### src/rtl/conv33_frame_sched_if.sv
// Handshake bundle between the frame scheduler (master) and its surrounding datapath (slave).
// Widths must match the scheduler's COL_W/ROW_W/CH_W.
interface conv33_frame_sched_if #(
    parameter int unsigned COL_W = 5,
    parameter int unsigned ROW_W = 5,
    parameter int unsigned CH_W  = 2
);
    logic             start;
    logic             abort;
    logic             busy;
    logic             done;
    logic             wgt_req;
    logic [CH_W-1:0]  wgt_ch;
    logic             wgt_ack;
    logic             win_valid;
    logic             win_ready;
    logic             conv_valid;
    logic             conv_ready;
    logic [COL_W-1:0] pos_col;
    logic [ROW_W-1:0] pos_row;
    logic [CH_W-1:0]  pos_ch;
    logic             first_ch;
    logic             last_ch;
    logic             last_win;

    modport master (
        input  start, abort, wgt_ack, win_valid, conv_ready,
        output busy, done, wgt_req, wgt_ch, win_ready, conv_valid,
        output pos_col, pos_row, pos_ch, first_ch, last_ch, last_win
    );

    modport slave (
        output start, abort, wgt_ack, win_valid, conv_ready,
        input  busy, done, wgt_req, wgt_ch, win_ready, conv_valid,
        input  pos_col, pos_row, pos_ch, first_ch, last_ch, last_win
    );
endinterface

### src/rtl/conv33_frame_sched.sv
// Frame scheduler for the 3x3 conv input path: per-channel weight load, then gated window
// handshake with position/channel tagging; done pulses after the last window of the last channel.
module conv33_frame_sched #(
    parameter int unsigned IMG_W  = 28,
    parameter int unsigned IMG_H  = 28,
    parameter int unsigned NUM_CH = 4,
    parameter int unsigned COL_W  = $clog2(IMG_W),
    parameter int unsigned ROW_W  = $clog2(IMG_H),
    parameter int unsigned CH_W   = ($clog2(NUM_CH) > 0) ? $clog2(NUM_CH) : 1
) (
    input logic                  clk,
    input logic                  rst,
    conv33_frame_sched_if.master bus
);

    localparam logic [COL_W-1:0] ColLast = COL_W'(IMG_W - 3);
    localparam logic [ROW_W-1:0] RowLast = ROW_W'(IMG_H - 3);
    localparam logic [CH_W-1:0]  ChLast  = CH_W'(NUM_CH - 1);

    typedef enum logic [1:0] {StIdle, StWload, StRun, StDone} state_e;

    state_e           state_q, state_d;
    logic [COL_W-1:0] col_q, col_d;
    logic [ROW_W-1:0] row_q, row_d;
    logic [CH_W-1:0]  ch_q, ch_d;
    logic             busy_q, busy_d;
    logic             done_q, done_d;
    logic             wgt_req_q, wgt_req_d;

    logic run, xfer, last_win, last_ch;

    assign run      = (state_q == StRun);
    assign xfer     = bus.win_valid & bus.conv_ready & run;
    assign last_win = (col_q == ColLast) && (row_q == RowLast);
    assign last_ch  = (ch_q == ChLast);

    assign bus.conv_valid = bus.win_valid & run;
    assign bus.win_ready  = bus.conv_ready & run;
    assign bus.pos_col    = col_q;
    assign bus.pos_row    = row_q;
    assign bus.pos_ch     = ch_q;
    assign bus.first_ch   = (ch_q == '0);
    assign bus.last_ch    = last_ch;
    assign bus.last_win   = last_win;
    assign bus.wgt_ch     = ch_q;
    assign bus.busy       = busy_q;
    assign bus.done       = done_q;
    assign bus.wgt_req    = wgt_req_q;

    always_comb begin
        state_d = state_q;
        col_d   = col_q;
        row_d   = row_q;
        ch_d    = ch_q;
        case (state_q)
            StIdle: begin
                if (bus.start) begin
                    state_d = StWload;
                    col_d   = '0;
                    row_d   = '0;
                    ch_d    = '0;
                end
            end
            StWload: begin
                if (bus.wgt_ack) state_d = StRun;
            end
            StRun: begin
                if (xfer) begin
                    if (col_q == ColLast) begin
                        col_d = '0;
                        row_d = (row_q == RowLast) ? '0 : row_q + ROW_W'(1);
                    end else begin
                        col_d = col_q + COL_W'(1);
                    end
                    if (last_win) begin
                        if (last_ch) begin
                            state_d = StDone;
                            ch_d    = '0;
                        end else begin
                            state_d = StWload;
                            ch_d    = ch_q + CH_W'(1);
                        end
                    end
                end
            end
            StDone: begin
                state_d = StIdle;
            end
            default: begin
                state_d = StIdle;
            end
        endcase
        // Abort wins over any xfer or wgt_ack in the same cycle.
        if (bus.abort && (state_q != StIdle)) begin
            state_d = StIdle;
            col_d   = '0;
            row_d   = '0;
            ch_d    = '0;
        end
        busy_d    = (state_d != StIdle);
        done_d    = (state_d == StDone);
        wgt_req_d = (state_d == StWload);
    end

    always_ff @(posedge clk or posedge rst) begin
        if (rst) begin
            state_q   <= StIdle;
            col_q     <= '0;
            row_q     <= '0;
            ch_q      <= '0;
            busy_q    <= 1'b0;
            done_q    <= 1'b0;
            wgt_req_q <= 1'b0;
        end else begin
            state_q   <= state_d;
            col_q     <= col_d;
            row_q     <= row_d;
            ch_q      <= ch_d;
            busy_q    <= busy_d;
            done_q    <= done_d;
            wgt_req_q <= wgt_req_d;
        end
    end

endmodule

### src/flat_wrapper.sv
// flat-port wrapper written by rule: the top's interface ports become plain ports
module conv33_frame_sched_flat 
#(
    parameter int unsigned IMG_W  = 28,
    parameter int unsigned IMG_H  = 28,
    parameter int unsigned NUM_CH = 4,
    parameter int unsigned COL_W  = $clog2(IMG_W),
    parameter int unsigned ROW_W  = $clog2(IMG_H),
    parameter int unsigned CH_W   = ($clog2(NUM_CH) > 0) ? $clog2(NUM_CH) : 1
)
  (clk, rst, bus_start, bus_abort, bus_wgt_ack, bus_win_valid, bus_conv_ready, bus_busy, bus_done, bus_wgt_req, bus_wgt_ch, bus_win_ready, bus_conv_valid, bus_pos_col, bus_pos_row, bus_pos_ch, bus_first_ch, bus_last_ch, bus_last_win);
  conv33_frame_sched_if #(.COL_W(COL_W), .ROW_W(ROW_W), .CH_W(CH_W)) bus_i ();
  input logic clk;
  input logic rst;
  input wire logic [$bits(bus_i.start)-1:0] bus_start;
  input wire logic [$bits(bus_i.abort)-1:0] bus_abort;
  input wire logic [$bits(bus_i.wgt_ack)-1:0] bus_wgt_ack;
  input wire logic [$bits(bus_i.win_valid)-1:0] bus_win_valid;
  input wire logic [$bits(bus_i.conv_ready)-1:0] bus_conv_ready;
  output wire logic [$bits(bus_i.busy)-1:0] bus_busy;
  output wire logic [$bits(bus_i.done)-1:0] bus_done;
  output wire logic [$bits(bus_i.wgt_req)-1:0] bus_wgt_req;
  output wire logic [$bits(bus_i.wgt_ch)-1:0] bus_wgt_ch;
  output wire logic [$bits(bus_i.win_ready)-1:0] bus_win_ready;
  output wire logic [$bits(bus_i.conv_valid)-1:0] bus_conv_valid;
  output wire logic [$bits(bus_i.pos_col)-1:0] bus_pos_col;
  output wire logic [$bits(bus_i.pos_row)-1:0] bus_pos_row;
  output wire logic [$bits(bus_i.pos_ch)-1:0] bus_pos_ch;
  output wire logic [$bits(bus_i.first_ch)-1:0] bus_first_ch;
  output wire logic [$bits(bus_i.last_ch)-1:0] bus_last_ch;
  output wire logic [$bits(bus_i.last_win)-1:0] bus_last_win;
  assign bus_i.start = bus_start;
  assign bus_i.abort = bus_abort;
  assign bus_i.wgt_ack = bus_wgt_ack;
  assign bus_i.win_valid = bus_win_valid;
  assign bus_i.conv_ready = bus_conv_ready;
  assign bus_busy = bus_i.busy;
  assign bus_done = bus_i.done;
  assign bus_wgt_req = bus_i.wgt_req;
  assign bus_wgt_ch = bus_i.wgt_ch;
  assign bus_win_ready = bus_i.win_ready;
  assign bus_conv_valid = bus_i.conv_valid;
  assign bus_pos_col = bus_i.pos_col;
  assign bus_pos_row = bus_i.pos_row;
  assign bus_pos_ch = bus_i.pos_ch;
  assign bus_first_ch = bus_i.first_ch;
  assign bus_last_ch = bus_i.last_ch;
  assign bus_last_win = bus_i.last_win;
  conv33_frame_sched #(.IMG_W(IMG_W), .IMG_H(IMG_H), .NUM_CH(NUM_CH), .COL_W(COL_W), .ROW_W(ROW_W), .CH_W(CH_W)) u_core (.clk(clk), .rst(rst), .bus(bus_i));
endmodule
### config.mk
export PLATFORM = sky130hd
export DESIGN_NAME = conv33_frame_sched_flat
export DESIGN_NICKNAME = d
export VERILOG_FILES = /design/src/rtl/conv33_frame_sched_if.sv /design/src/rtl/conv33_frame_sched.sv /design/src/flat_wrapper.sv
export SDC_FILE = /design/constraint.sdc
export NUM_CORES = 1
export LEC_CHECK = 0
export BUFFER_PORTS_ARGS = -buffer_cell sky130_fd_sc_hd__buf_2
export CAP_MARGIN = 40
export CORE_ASPECT_RATIO = 0.8
export CORE_UTILIZATION = 46
export DETAILED_ROUTE_END_ITERATION = 10
export PLACE_DENSITY = 0.75
export SLEW_MARGIN = 10
export SYNTH_ARGS = -nofsm -noshare
export SYNTH_HDL_FRONTEND = slang
export SYNTH_SLANG_ARGS = --single-unit
export TNS_END_PERCENT = 20
### constraint.sdc
create_clock -name clk -period 1.57 [get_ports clk]
set_input_delay 0.0785 -clock clk [delete_from_list [all_inputs] [get_ports clk]]
set_output_delay 0.0785 -clock clk [all_outputs]
set_load 0.01 [all_outputs]
Word-level counts from Yosys, hierarchy flattened
Cells that the tools add are included.
{"block": "totals", "reg_bits": 17, "output_inout_bits": 22}
{"block": "classes", "addsub": 3, "n_eq_ne": 12, "n_mux": 23, "bitwise": 4, "n_reduce_logical": 10}
{"operator": "2-to-1 mux 5 bit", "count": 8}
{"operator": "2-to-1 mux 2 bit", "count": 11}
{"operator": "one-hot mux 5 bit (2 select lines)", "count": 2}
{"operator": "adder 5 x 1 -> 5 bit (second input constant)", "count": 2}
{"operator": "== test 5 bit (second input constant)", "count": 2}
{"operator": "!= test 3 bit (second input constant)", "count": 3}
{"operator": "== test 2 bit (second input constant)", "count": 4}
{"operator": "one-hot mux 2 bit (4 select lines)", "count": 1}
{"operator": "AND reduction 4 bit", "count": 2}
{"operator": "AND 1 bit", "count": 4}
{"operator": "== test 2 x 1 -> 1 bit (second input constant)", "count": 2}
{"operator": "logical NOT 2 bit", "count": 2}
{"operator": "one-hot mux 2 bit (2 select lines)", "count": 1}
{"operator": "nonzero test 2 bit", "count": 2}
{"operator": "!= test 3 x 2 -> 1 bit (second input constant)", "count": 1}
{"operator": "AND reduction 3 bit", "count": 1}
{"operator": "nonzero test 3 bit", "count": 1}
{"operator": "adder 2 x 1 -> 2 bit (second input constant)", "count": 1}
{"operator": "logical AND 1 bit", "count": 2}

Longest topological paths before layout
{"block": "depth", "ltp_word": 7, "mapped_depth": 7}

Worst setup path after synthesis
Ideal clock, no wire load.
{"block": "synth_timing", "path_kind": "register to register", "startpoint": "register u_core.col_q[1] (netlist: u_core.bus.pos_col[1])", "endpoint": "register u_core.busy_q (netlist: u_core.bus.busy)", "setup_ps": 128, "arrival_ps": 1616, "required_ps": 1442, "path_slack_ps": -174, "path_stages_with_launch": 7, "period_less_slack_ps": 1744, "cell_sequence": "dfrtp_1 -> inv_1 -> ha_1 -> nand4b_4 -> or4_1 -> a21oi_2 -> o21ai_0"}
{"block": "synth_via", "elab_chain_cells": 7}
{"element": "start: declaration", "line_no": "conv33_frame_sched.sv:23", "source": "logic [COL_W-1:0] col_q, col_d;"}
{"element": "start signal: assignment", "line_no": "conv33_frame_sched.sv:116", "source": "col_q <= col_d;"}
{"element": "== test 5 bit", "line_no": "conv33_frame_sched.sv:34", "source": "assign last_win = (col_q == ColLast) && (row_q == RowLast);"}
{"element": "logical AND 1 bit", "line_no": "conv33_frame_sched.sv:34"}
{"element": "2-to-1 mux 2 bit", "line_no": "conv33_frame_sched.sv:75", "source": "if (last_win) begin"}
{"element": "2-to-1 mux 2 bit", "line_no": "conv33_frame_sched.sv:68", "source": "if (xfer) begin"}
{"element": "one-hot mux 2 bit (4 select lines)", "line_no": "conv33_frame_sched.sv:55", "source": "case (state_q)"}
{"element": "2-to-1 mux 2 bit", "line_no": "conv33_frame_sched.sv:94", "source": "if (bus.abort && (state_q != StIdle)) begin"}
{"element": "nonzero test 2 bit", "line_no": "conv33_frame_sched.sv:100", "source": "busy_d = (state_d != StIdle);"}
{"element": "net u_core.busy_d", "line_no": "conv33_frame_sched.sv:26", "source": "logic busy_q, busy_d;"}
{"element": "end signal: assignment", "line_no": "conv33_frame_sched.sv:119", "source": "busy_q <= busy_d;"}
{"element": "end: declaration", "line_no": "conv33_frame_sched.sv:26"}
The timed path passes the listed nets, and every way through them passes these cells.
A chain may end at the register's enable or synchronous reset.

Worst setup path after layout
{"block": "layout_timing", "startpoint": "register u_core.row_q[1] (netlist: u_core.bus.pos_row[1])", "endpoint": "register u_core.busy_q (netlist: u_core.bus.busy)"}
{"block": "layout_via", "elab_chain_cells": 7}
{"element": "start: declaration", "line_no": "conv33_frame_sched.sv:24", "source": "logic [ROW_W-1:0] row_q, row_d;"}
{"element": "start signal: assignment", "line_no": "conv33_frame_sched.sv:117", "source": "row_q <= row_d;"}
{"element": "== test 5 bit", "line_no": "conv33_frame_sched.sv:34"}
{"element": "logical AND 1 bit", "line_no": "conv33_frame_sched.sv:34"}
{"element": "2-to-1 mux 2 bit", "line_no": "conv33_frame_sched.sv:75"}
{"element": "2-to-1 mux 2 bit", "line_no": "conv33_frame_sched.sv:68"}
{"element": "one-hot mux 2 bit (4 select lines)", "line_no": "conv33_frame_sched.sv:55"}
{"element": "2-to-1 mux 2 bit", "line_no": "conv33_frame_sched.sv:94"}
{"element": "nonzero test 2 bit", "line_no": "conv33_frame_sched.sv:100"}
{"element": "net u_core.busy_d", "line_no": "conv33_frame_sched.sv:26"}
The timed path passes the listed nets, and every way through them passes these cells.

==> impl_results.md <==
- Initial Util: 0.487
- Sequential share of power: 0.519
- H-tree level count: 1
- Clock latency on the worst-skew pair: 0.29 ns
- CP startpoint kind: flop
- CP Class: reg2reg
- Finish-stage setup viols: 8
- Die height: 44.6 um
- Post-route clock period utilization: 1.08
- Final wirelength: 2390 um
- Drt via density: 5.59
- Failing checks: setup timing
- CTS tree: built
- Cell Area, Synth: 1040 sq um
- Fin cells: 178
- Leak pwr: 0.000730 uW
- Largest net degree at the start of global routing: 18
- CTS buffer count: 3
- Setup ws final: -0.121 ns
- Crit-path max FO: 4
- Layout cells sized above 1: 0.464
- Primary FF master, synth: dfrtp_1
- Avg Cell Area, Syn: 9.82 sq um
- I/O pin total: 29
- Yosys reg bits: 17
- Clock group share of total power: 0.267
- Inst Count DP: 171
- # DRC: 0
- Worst reg-to-reg setup slack: -0.12 ns
- # clock sinks: 17
- Worst Hold Class: in2reg
- Avg WL per Cell: 13.4 um
- CP required: 1.74 ns
- Area leader, netlist: dfrtp_1
- Power density over the cells: 629 nW/um^2
- Worst vdd ir: 0.661 mV
- Post-synth ARST share: 1.00
- Pre-CTS WS: -0.0691 ns
- RSZ-0062 raised after global routing: true
- Hpwl dp: 1750 um
- Internal power: 642 uW
- FP Rows: 15
- Antenna Cells: 0
- Fmax: 591 MHz
- Mapped Nets: 119
- Final Critical Period: 1.69 ns
- Total power: 895 uW
- Combinational group share of total power: 0.214
- Post-synth EDFFs: 0
- Final nets: 167
- Vias post-DR: 995
- Final Hold Viols: 0
- Worst-Margin Slew: 0.639 ns
- Critical Path Start: u_core.bus.pos_row[1]$_DFFE_PP0P_
- Status: complete, but fails checks
- Port bufs: 28
- Switching pwr: 253 uW
- Top cells by area, synth: dfrtp_1 41%, ha_1 7.2%, mux2i_1 4.8%
- Clock tree buffer depth: 2
- Max-capacitance violation count: 0
- Area of the core: 2140 sq um
- Pre-antenna DRT Iters: 5
- Yosys warns: 0
- Seq/Total Area, Yosys: 0.409
- Vias in the first global route: 847
- Die X: 55.2 um
- Antenna violations before repair: 0
- Launching point of the worst reg2reg path: u_core.bus.pos_row[1]$_DFFE_PP0P_
- Gr usage total: 0.209
- Worst hold slack: 0.0607 ns
- Switching Fraction: 0.283
- First-pass GRT wire length: 3630 um
- Routability cong.: 0.815
- Area Growth Syn to Fin: 36.7%
- Worst hold start: bus_abort
- CP Data Arrival Time: 1.86 ns
- Synth unique cells: 36
- Root buf cell: clkbuf_4
- Top cell type's share of synthesized area: 0.409
- Post-DRT Antenna Nets: 0
- Die area: 2460 sq um
- Final Max Tran Viols: 0
- Fillers: 191
- Slew headroom: 0.574
- Worst Skew: 0.00850 ns
- Initial DRC Count: 24
- Total gr overflow: 0
- Crit path capture type: flop
- Clock transition at path regs: 0.10 ns
- Mapped Cells: 106
area by class of cell:
cell class | count | area [sq um] | share of cell area
Clock buffer | 4 | 26.3 | 0.0185
Inverter | 7 | 26.3 | 0.0185
Multi-Input combinational cell | 77 | 618 | 0.434
Sequential cell | 17 | 428 | 0.301
Tap cell | 25 | 31.3 | 0.0220
Timing Repair Buffer | 48 | 293 | 0.206
synthesized netlist by cell type (2+ instances only):
library cell / instances
a21oi_1: 6
a311oi_1: 2
and2_1: 3
and4b_1: 2
buf_2: 2
buf_4: 2
dfrtp_1: 17
ha_1: 6
inv_1: 7
mux2i_1: 5
nand2_1: 6
nand2b_1: 4
nand3_1: 6
nand4_1: 3
nor2_1: 6
nor3_1: 2
o211ai_1: 2
o21ai_0: 5
or3_1: 3
critical path, cell delays in order, from the launching register on:
cell and delay (ns):
dfrtp_2 0.43, inv_2 0.07, ha_4 0.12, nand4b_1 0.14
or4_4 0.58, a21oi_4 0.16, o21ai_1 0.09
worst paths after layout:
check                                                    end  depth (start not counted)
max in group asynchronous  u_core.bus.pos_row[1]$_DFFE_PP0P_                          3
setup reg to reg                   u_core.bus.busy$_DFF_PP0_                          6
setup / recovery                   u_core.bus.busy$_DFF_PP0_                          6
min in group asynchronous  u_core.bus.pos_col[3]$_DFFE_PP0P_                          3
hold / removal                   u_core.state_q[1]$_DFF_PP0_                          2
hold reg to reg            u_core.bus.pos_row[4]$_DFFE_PP0P_                          1
cell families (layout without fill, tap and decap cells):
family / after synthesis / in the layout / share of synthesized area
simple gates: 44 / 44 / 0.274
mux: 6 / 6 / 0.0589
buf+inv: 12 / 59 / 0.0541
fa+ha+maj: 6 / 6 / 0.0721
compound gates: 21 / 21 / 0.132
flops: 17 / 17 / 0.409
stage by stage:
step,setup TNS [ns],util,instance area [sq um]
finish,-0.463,0.665,1420
global route,-0.992,0.665,1420
CTS,-0.278,0.651,1390
detailed placement,-0.231,0.625,1340
global placement,-0.0539,0.625,1340
floorplan,-0.171,-,1070
state kept, by name (all words and copies together), names as in the netlist:
| signal | cells |
|---|---|
| u_core.bus.pos_row | 5 |
| u_core.bus.pos_ch | 2 |
| u_core.bus.pos_col | 5 |
| u_core.state_q | 2 |
| u_core.bus.busy | 1 |
| u_core.bus.wgt_req | 1 |
| u_core.bus.done | 1 |
metal layers:
| metal | share of wire | track usage | vias to the layer above |
|---|---|---|---|
| met5 | 0 | 0 | - |
| met4 | 0.020 | 0.0700 | 0 |
| met3 | 0.044 | 0.0447 | 6 |
| met2 | 0.46 | 0.337 | 32 |
| met1 | 0.48 | 0.276 | 476 |
| li1 | - | - | 481 |
layout by cell type, fill, tap and decap left out, types with 2 or more instances in the layout:
cell / netlist / layout
buf_2: 2 / 28
buf_4: 2 / 19
dfrtp_1: 17 / 15
inv_1: 7 / 6
nand3_1: 6 / 5
a21oi_1: 6 / 5
nand2_1: 6 / 5
nor2_1: 6 / 5
nand2b_1: 4 / 4
o21ai_0: 5 / 4
mux2i_1: 5 / 4
and2_1: 3 / 3
nand4_1: 3 / 3
or3_1: 3 / 3
ha_1: 6 / 3
clkbuf_4: 0 / 3
o211ai_1: 2 / 2
nor3_1: 2 / 2
ha_2: 0 / 2
dfrtp_2: 0 / 2
power by group through the flow:
stage	Combinational, uW	Sequential (uW)	Clock, uW
6_report	191	465	239
5_1_grt	208	468	260
4_1_cts	181	464	241
3_5_place_dp	173	473	0
3_3_place_gp	169	472	0
2_1_floorplan	87.8	484	0
repair_timing:
action,CTS,global route
hold buffers,1,0
pin swaps,1,3
endpoints found under the hold margin,17,0
gates cloned,0,0
buffers inserted,0,2
endpoints found under the setup margin,7,14
resized for setup,4,5
(Power assumes the default switching activity.)
